--- src/rtl/mac_feed_ctrl.sv ---
// Initiator side of the pipelined MAC interface: feeds NUM_TAPS operand pairs per window and returns the narrowed result.
// Optional macro CONV_SAT_EN: saturating narrow with sat_flag; when undefined the result wraps and sat_flag is 0.
module mac_feed_ctrl #(
  parameter int INW      = 24,
  parameter int OUTW     = 48,
  parameter int RESW     = 24,
  parameter int NUM_TAPS = 9
) (
  input  logic                   clk,
  input  logic                   reset_n,
  input  logic signed [INW-1:0]  in_a,
  input  logic signed [INW-1:0]  in_b,
  input  logic signed [INW-1:0]  in_bias,
  input  logic                   in_valid,
  output logic                   in_ready,
  output logic signed [RESW-1:0] out_data,
  output logic                   out_valid,
  input  logic                   out_ready,
  output logic                   sat_flag,
  output logic signed [INW-1:0]  mac_input0,
  output logic signed [INW-1:0]  mac_input1,
  output logic signed [INW-1:0]  mac_init_value,
  output logic                   mac_init_acc,
  output logic                   mac_input_valid,
  input  logic signed [OUTW-1:0] mac_out
);

  localparam int CNTW = $clog2(NUM_TAPS + 1);

  typedef enum logic [1:0] {IDLE, LOAD, DRAIN, OUT} state_t;

  state_t          state, state_nxt;
  logic [CNTW-1:0] tap_cnt;
  logic [1:0]      drain_cnt;
  logic            in_fire, out_fire, last_tap, capture;
  logic [RESW-1:0] narrow_data;
  logic            narrow_sat;

  always_ff @(posedge clk or negedge reset_n) begin
    if (!reset_n) state <= IDLE;
    else          state <= state_nxt;
  end

  always_comb begin
    state_nxt = state;
    unique case (state)
      IDLE:    if (in_fire) state_nxt = (NUM_TAPS == 1) ? DRAIN : LOAD;
      LOAD:    if (in_fire && last_tap) state_nxt = DRAIN;
      DRAIN:   if (capture) state_nxt = OUT;
      OUT:     if (out_fire) state_nxt = IDLE;
      default: state_nxt = IDLE;
    endcase
  end

  always_comb begin
    in_ready = reset_n && ((state == IDLE) || (state == LOAD));
    in_fire  = in_valid && in_ready;
    out_fire = out_valid && out_ready;
    last_tap = (tap_cnt == CNTW'(NUM_TAPS - 1));
    // DRAIN spans the multiply and accumulate stages; the third edge after the last pair sees the final sum
    capture  = (state == DRAIN) && (drain_cnt == 2'd2);
  end

`ifdef CONV_SAT_EN
  localparam logic signed [OUTW-1:0] RES_MAX = {{(OUTW-RESW+1){1'b0}}, {(RESW-1){1'b1}}};
  localparam logic signed [OUTW-1:0] RES_MIN = {{(OUTW-RESW+1){1'b1}}, {(RESW-1){1'b0}}};

  always_comb begin
    narrow_data = mac_out[RESW-1:0];
    narrow_sat  = 1'b0;
    if (mac_out > RES_MAX) begin
      narrow_data = RES_MAX[RESW-1:0];
      narrow_sat  = 1'b1;
    end else if (mac_out < RES_MIN) begin
      narrow_data = RES_MIN[RESW-1:0];
      narrow_sat  = 1'b1;
    end
  end
`else
  always_comb begin
    narrow_data = mac_out[RESW-1:0];
    narrow_sat  = 1'b0;
  end

  if (OUTW > RESW) begin : g_unused_hi
    logic unused_mac_hi;
    assign unused_mac_hi = ^mac_out[OUTW-1:RESW];
  end
`endif

  always_ff @(posedge clk or negedge reset_n) begin
    if (!reset_n) begin
      tap_cnt         <= '0;
      drain_cnt       <= '0;
      mac_input0      <= '0;
      mac_input1      <= '0;
      mac_init_value  <= '0;
      mac_init_acc    <= 1'b0;
      mac_input_valid <= 1'b0;
      out_data        <= '0;
      out_valid       <= 1'b0;
      sat_flag        <= 1'b0;
    end else begin
      mac_init_acc    <= 1'b0;
      mac_input_valid <= 1'b0;
      if (in_fire) begin
        mac_input0      <= in_a;
        mac_input1      <= in_b;
        mac_input_valid <= 1'b1;
        if (state == IDLE) begin
          mac_init_acc   <= 1'b1;
          mac_init_value <= in_bias;
          tap_cnt        <= CNTW'(1);
        end else begin
          tap_cnt <= tap_cnt + CNTW'(1);
        end
      end
      drain_cnt <= (state == DRAIN) ? drain_cnt + 2'd1 : 2'd0;
      if (capture) begin
        out_data  <= narrow_data;
        out_valid <= 1'b1;
        sat_flag  <= narrow_sat;
        tap_cnt   <= '0;
      end else if (out_fire) begin
        out_valid <= 1'b0;
        sat_flag  <= 1'b0;
      end
    end
  end

endmodule
--- config.mk ---
export PLATFORM = sky130hd
export DESIGN_NAME = mac_feed_ctrl
export DESIGN_NICKNAME = d
export VERILOG_FILES = /design/src/rtl/mac_feed_ctrl.sv
export SDC_FILE = /design/constraint.sdc
export NUM_CORES = 1
export LEC_CHECK = 0
export CAP_MARGIN = 20
export CORE_AREA = 2 2 91 128
export DETAILED_ROUTE_END_ITERATION = 8
export DIE_AREA = 0 0 93 130
export HOLD_SLACK_MARGIN = 0.06
export PLACE_DENSITY = 0.9
export SKIP_LAST_GASP = 1
export SYNTH_ARGS = -nofsm -noshare
export SYNTH_HDL_FRONTEND = slang
export SYNTH_SLANG_ARGS = --single-unit
--- constraint.sdc ---
create_clock -name clk -period 2.3 [get_ports clk]
set_input_delay 0.46 -clock clk [delete_from_list [all_inputs] [get_ports clk]]
set_output_delay 0.46 -clock clk [all_outputs]
set_load 0.05 [all_outputs]
# Word-level counts from Yosys, hierarchy flattened
# Index checks and enable logic that the tools add are counted.
dict set report word_totals {
  regBits 108
  latch_bits 0
  ramBits 0
  romBits 0
  in_bits 124
  output_inout_bits 101
  memories 0
}
dict set report op_classes {
  addsub 2
  mul 0
  div_mod_pow 0
  magnitude_cmp 0
  eq_ne 9
  shifts 0
  n_mux 15
  n_bitwise 0
  reduce_logical 11
}
# operator count
set op_table {}
lappend op_table {{two-way mux 4 bit} 3}
lappend op_table {{two-way mux 2 bit} 5}
lappend op_table {{!= test 2 bit (second input constant)} 4}
lappend op_table {{case mux 2 bit (4 select lines)} 1}
lappend op_table {{== test 2 bit (second input constant)} 3}
lappend op_table {{two-way mux 1 bit} 6}
lappend op_table {{logical AND 1 bit} 5}
lappend op_table {{adder 4 x 1 -> 4 bit (second input constant)} 1}
lappend op_table {{== test 4 bit (second input constant)} 1}
lappend op_table {{AND reduction 4 bit} 1}
lappend op_table {{nonzero test 2 bit} 2}
lappend op_table {{adder 2 x 1 -> 2 bit (second input constant)} 1}
lappend op_table {{== test 2 x 1 -> 1 bit (second input constant)} 1}
lappend op_table {{logical NOT 2 bit} 1}
lappend op_table {{AND reduction 2 bit} 1}
lappend op_table {{logical OR 1 bit} 1}

# Logic depth before layout (Yosys ltp)
dict set report depth {
  depth_word 7
  depth_mapped 8
  mapped_depth_nobuf 6
}

# Least setup slack after synthesis
# OpenSTA, ideal clock, no wires.
dict set report synth_timing {
  path_type {register -> register}
  startpoint {reg state[0]}
  endpoint {reg state[1]}
  setup_ps 127
  arrival_time_ps 1629
  t_required_ps 2173
  setup_slack_ps 543
  path_stages_with_launch 7
  path_buffers 1
  synth_period_minus_slack_ps 1757
  path_cell_list {dfrtp_1 > inv_1 > ha_1 > buf_6 > a2bb2oi_1 > a2111oi_2 > mux2_1}
}
dict set report synth_via {
  elab_chain_cells 7
  word_cells_on_any_way 15
  classes_between {eq/ne: 7; mux: 1; reduce/logical: 7}
}
# element line
set synth_lines {}
lappend synth_lines {{start: declaration} 32} ;# state_t state, state_nxt;
lappend synth_lines {{start signal: assignment} 41} ;# else state <= state_nxt;
lappend synth_lines {{== test 2 x 1 -> 1 bit or logical NOT 2 bit (tied branches)} {46, 56}}
lappend synth_lines {{logical OR 1 bit} 56} ;# in_ready = reset_n && ((state == IDLE) || (state == LOAD));
lappend synth_lines {{logical AND 1 bit} 56}
lappend synth_lines {{logical AND 1 bit} 57} ;# in_fire = in_valid && in_ready;
lappend synth_lines {{logical AND 1 bit} 48} ;# LOAD: if (in_fire && last_tap) state_nxt = DRAIN;
lappend synth_lines {{!= test 2 bit (no line)} n/a}
lappend synth_lines {{AND reduction 4 bit (no line)} n/a}
# Parallel ways exist; a longest one is shown, timed or not.
# A chain may end at the register's enable or synchronous reset.

# Worst setup path after layout
dict set report layout_timing {
  startpoint {reg state[0]}
  endpoint {out in_ready}
}
dict set report layout_via {
  elab_chain_cells 3
  word_cells_on_any_way 4
  classes_between {eq/ne: 1; reduce/logical: 3}
}
# element line
set layout_lines {}
lappend layout_lines {{== test 2 x 1 -> 1 bit or logical NOT 2 bit (tied branches)} 56}
lappend layout_lines {{logical OR 1 bit (*)} 56}
lappend layout_lines {{logical AND 1 bit (*)} 56}
lappend layout_lines {{end: declaration} 15} ;# output logic in_ready,
# Every way passes the cells marked *; elsewhere a longest branch is shown, timed or not.

==> summary.md <==
| Metric | Value |
|---|---|
| Maximum fanout count along the critical path | 9 |
| Final setup violation count | 0 |
| Port Buf Inserts | 199 |
| Total of warnings raised by yosys | 0 |
| Chip width | 93 um |
| HPWL after detailed placement | 8080 um |
| Slack of the worst reg-to-reg path | 0.29 ns |
| Slew at the pin with the worst max-slew slack | 0.669 ns |
| Run status | completed |
| Post-route worst hold slack | 0.186 ns |
| TritonCTS sink count | 107 |
| Synth top area cells | sky130_fd_sc_hd__dfrtp_1 (64%), sky130_fd_sc_hd__nand2_1 (13%), sky130_fd_sc_hd__mux2_2 (13%), sky130_fd_sc_hd__ha_1 (2.1%), sky130_fd_sc_hd__buf_2 (0.72%) |
| Seq/Total Area, Yosys | 64.2% |
| Final total negative setup slack | 0 ns |
| Category of the most critical setup path | flop to output pin |
| Largest area contributor in the synthesized netlist | sky130_fd_sc_hd__dfrtp_1 |
| Average routed wire per standard cell | 14.9 um |
| Worst endpoint data arrival time | 1.57 ns |
| Routability Congestion | 0.697 |
| Number of different library cells in the post-synthesis netlist | 28 |
| Number of inserted diodes | 0 |
| Worst clock skew on the final layout | 0.00591 ns |
| Number of global-route vias before repair | 3,556 |
| Die area | 12,100 sq um |
| Starting density of the core | 37.8% |
| Number of post-CTS setup repair buffers | 0 |
| Highest clock frequency the design can meet | 492 MHz |
| Area share of the largest cell type after synthesis | 64.2% |
| Reg2reg path depth | 6 |
| Register clock-pin slew on the reported worst setup and hold paths | 0.07 ns |
| Number of instances in the synthesized netlist | 361 |
| Number of buffers added by the clock tree synthesis step | 9 |
| Max Slew Vio Count | 0 |
| I/O pin cnt | 225 |
| Clock H-tree levels | 3 |
| Max Cap Viol | 0 |
| Clock network latency to the later pin of the worst-skew pair | 0.33 ns |
| Max transition margin | 55.4% |
| Number of vias after detailed routing | 3,310 |
| Share of synthesized registers carrying an async set or reset | 100% |
| Wire length of the first global-routing pass | 17,000 um |
| Nets | 692 |
| Count leader, synth | sky130_fd_sc_hd__nand2_1 |
| Row cnt | 46 |
| RSZ-0062 raised after global routing | false |
| Detailed Route Iter0 Violations | 119 |
| Post-DR vias/cell | 4.67 |
| Clock Root Buffer | sky130_fd_sc_hd__clkbuf_16 |
| Clock tree buffer depth | 2 |
| PD cells | 1710 nW/um^2 |
| Synth-to-layout area growth | 59.9% |
| Most instantiated flip-flop cell in the synthesis netlist | sky130_fd_sc_hd__dfrtp_1 |
| Tmin final | 2.03 ns |
| Type of element launching the critical path | flop |
| DRC | 0 |
| Share of cells above drive strength 1 | 13.3% |
| Leakage component of the power | 3.01 nW |
| FF+latch count, synth | 107 |
| Classification of the worst-slack hold path | primary input to asynchronous set/reset pin |
| Number of iterations in the first detailed-routing pass | 4 |
| Count of instances resized after the clock tree is built | 0 |
| Number of enable flip-flop cells after synthesis | 0 |
| Period utilization | 88.4% |
| Max rail drop VDD | 1.13 mV |
| Worst-case setup slack after placement | 0.166 ns |
| Worst r2r src | state[0] |
| Reg-to-reg endpoint | tap_cnt[2] |
| Setup crit end kind | output pin |
| GRT Util Overall | 17.9% |
| Ranking of synthesized cells by instance count | sky130_fd_sc_hd__nand2_1 (147), sky130_fd_sc_hd__dfrtp_1 (107), sky130_fd_sc_hd__mux2_2 (48), sky130_fd_sc_hd__clkbuf_1 (8), sky130_fd_sc_hd__ha_1 (7) |
| Final setup slack of the worst path | 0.267 ns |
| Synthesized cell area | 4170 sq um |
| Number of nets still failing antenna checks after routing | 0 |
| # hold bufs at CTS | 0 |
| Die Span Y | 130 um |
| Final Hold Violating Endpoints | 0 |
| Critical path required time | 1.84 ns |
| Detailed-route wire length | 10,600 um |
| Average size of a mapped cell | 11.6 sq um |
| Largest net degree at the start of global routing | 53 |
| Synthesized Nets | 492 |
| Number of antenna violations at the first check in global routing | 0 |
| TritonCTS clock tree | done |
| Core region area | 11,100 sq um |
| Total congestion overflow | 0 |
where the power goes:
part | internal, W | switching [W]
Sequential | 0.00279 | 0.000489
Clock | 0.000978 | 0.000644
Combinational | 0.00227 | 0.00423
Total | 0.00604 | 0.00536
cells by family after synthesis:
| family | share of synthesized area (%) |
|---|---|
| other | 0.0899 |
| DFF | 64.2 |
| muxes | 13.5 |
| and+or+nand+nor | 15.0 |
| AOI/OAI and AO/OA | 2.52 |
| buffers and inverters | 2.70 |
| adders and majority gates | 2.10 |
per-stage QoR:
step                util (%)  instances  total power, W  instance area, sq um
global route            60.4        709          0.0120                  6670
finish                  60.4        709          0.0114                  6670
CTS                     60.4        709          0.0115                  6670
detailed placement      57.5        694         0.00985                  6350
global placement        57.5        694         0.00963                  6350
floorplan                  -        361         0.00747                  4170
area by class of cell:
class | count | area, sq um
flip-flops and latches | 107 | 2680
inverters | 7 | 26.3
repair buffers | 206 | 2080
well taps | 144 | 180
clock buffers | 11 | 243
clock inverters | 4 | 75.1
fillers | 901 | 4380
multi-input cells | 230 | 1390
critical path, stage by stage, from the launching register on:
cell and delay, ns:
sky130_fd_sc_hd__dfrtp_1 0.40, sky130_fd_sc_hd__inv_1 0.11, sky130_fd_sc_hd__ha_1 0.36, sky130_fd_sc_hd__o21a_1 0.22
sky130_fd_sc_hd__buf_12 0.15
state kept, by name (all words and copies together) (netlist names):
name             flops
mac_init_acc         1
out_valid            1
mac_input0          24
mac_init_value      24
mac_input_valid      1
tap_cnt              4
mac_input1          24
out_data            24
state                2
drain_cnt            2
worst max path at each step:
stage / startpoint / end / depth (start not counted)
2_1_floorplan: state[0] / state[1] / 6
3_3_place_gp: in_valid / state[1] / 4
5_1_grt: state[0] / tap_cnt[2] / 6
4_1_cts: state[0] / tap_cnt[2] / 6
3_5_place_dp: in_valid / tap_cnt[2] / 5
6_report: state[0] / in_ready / 4
routing by layer:
metal | GRT usage, % | wire length, um | vias up
li1 | - | - | 1555
met1 | 19.3 | 3850 | 1597
met2 | 33.5 | 5780 | 137
met3 | 3.81 | 693 | 21
met4 | 7.79 | 254 | 0
met5 | 0 | 0 | -
placed cells by master (no fill, tap or decap), types with 3 or more instances in the layout:
cell type,synthesis,layout
sky130_fd_sc_hd__o21ai_0,3,3
sky130_fd_sc_hd__a21oi_1,3,3
sky130_fd_sc_hd__nor2_1,3,3
sky130_fd_sc_hd__dfrtp_1,107,107
sky130_fd_sc_hd__buf_12,0,3
sky130_fd_sc_hd__inv_1,6,6
sky130_fd_sc_hd__buf_4,2,5
sky130_fd_sc_hd__nand2_1,147,147
sky130_fd_sc_hd__mux2_2,48,48
sky130_fd_sc_hd__ha_1,7,7
sky130_fd_sc_hd__clkdlybuf4s50_1,0,197
sky130_fd_sc_hd__nor2b_1,3,3
sky130_fd_sc_hd__clkbuf_16,0,9
(Power assumes the default switching activity.)
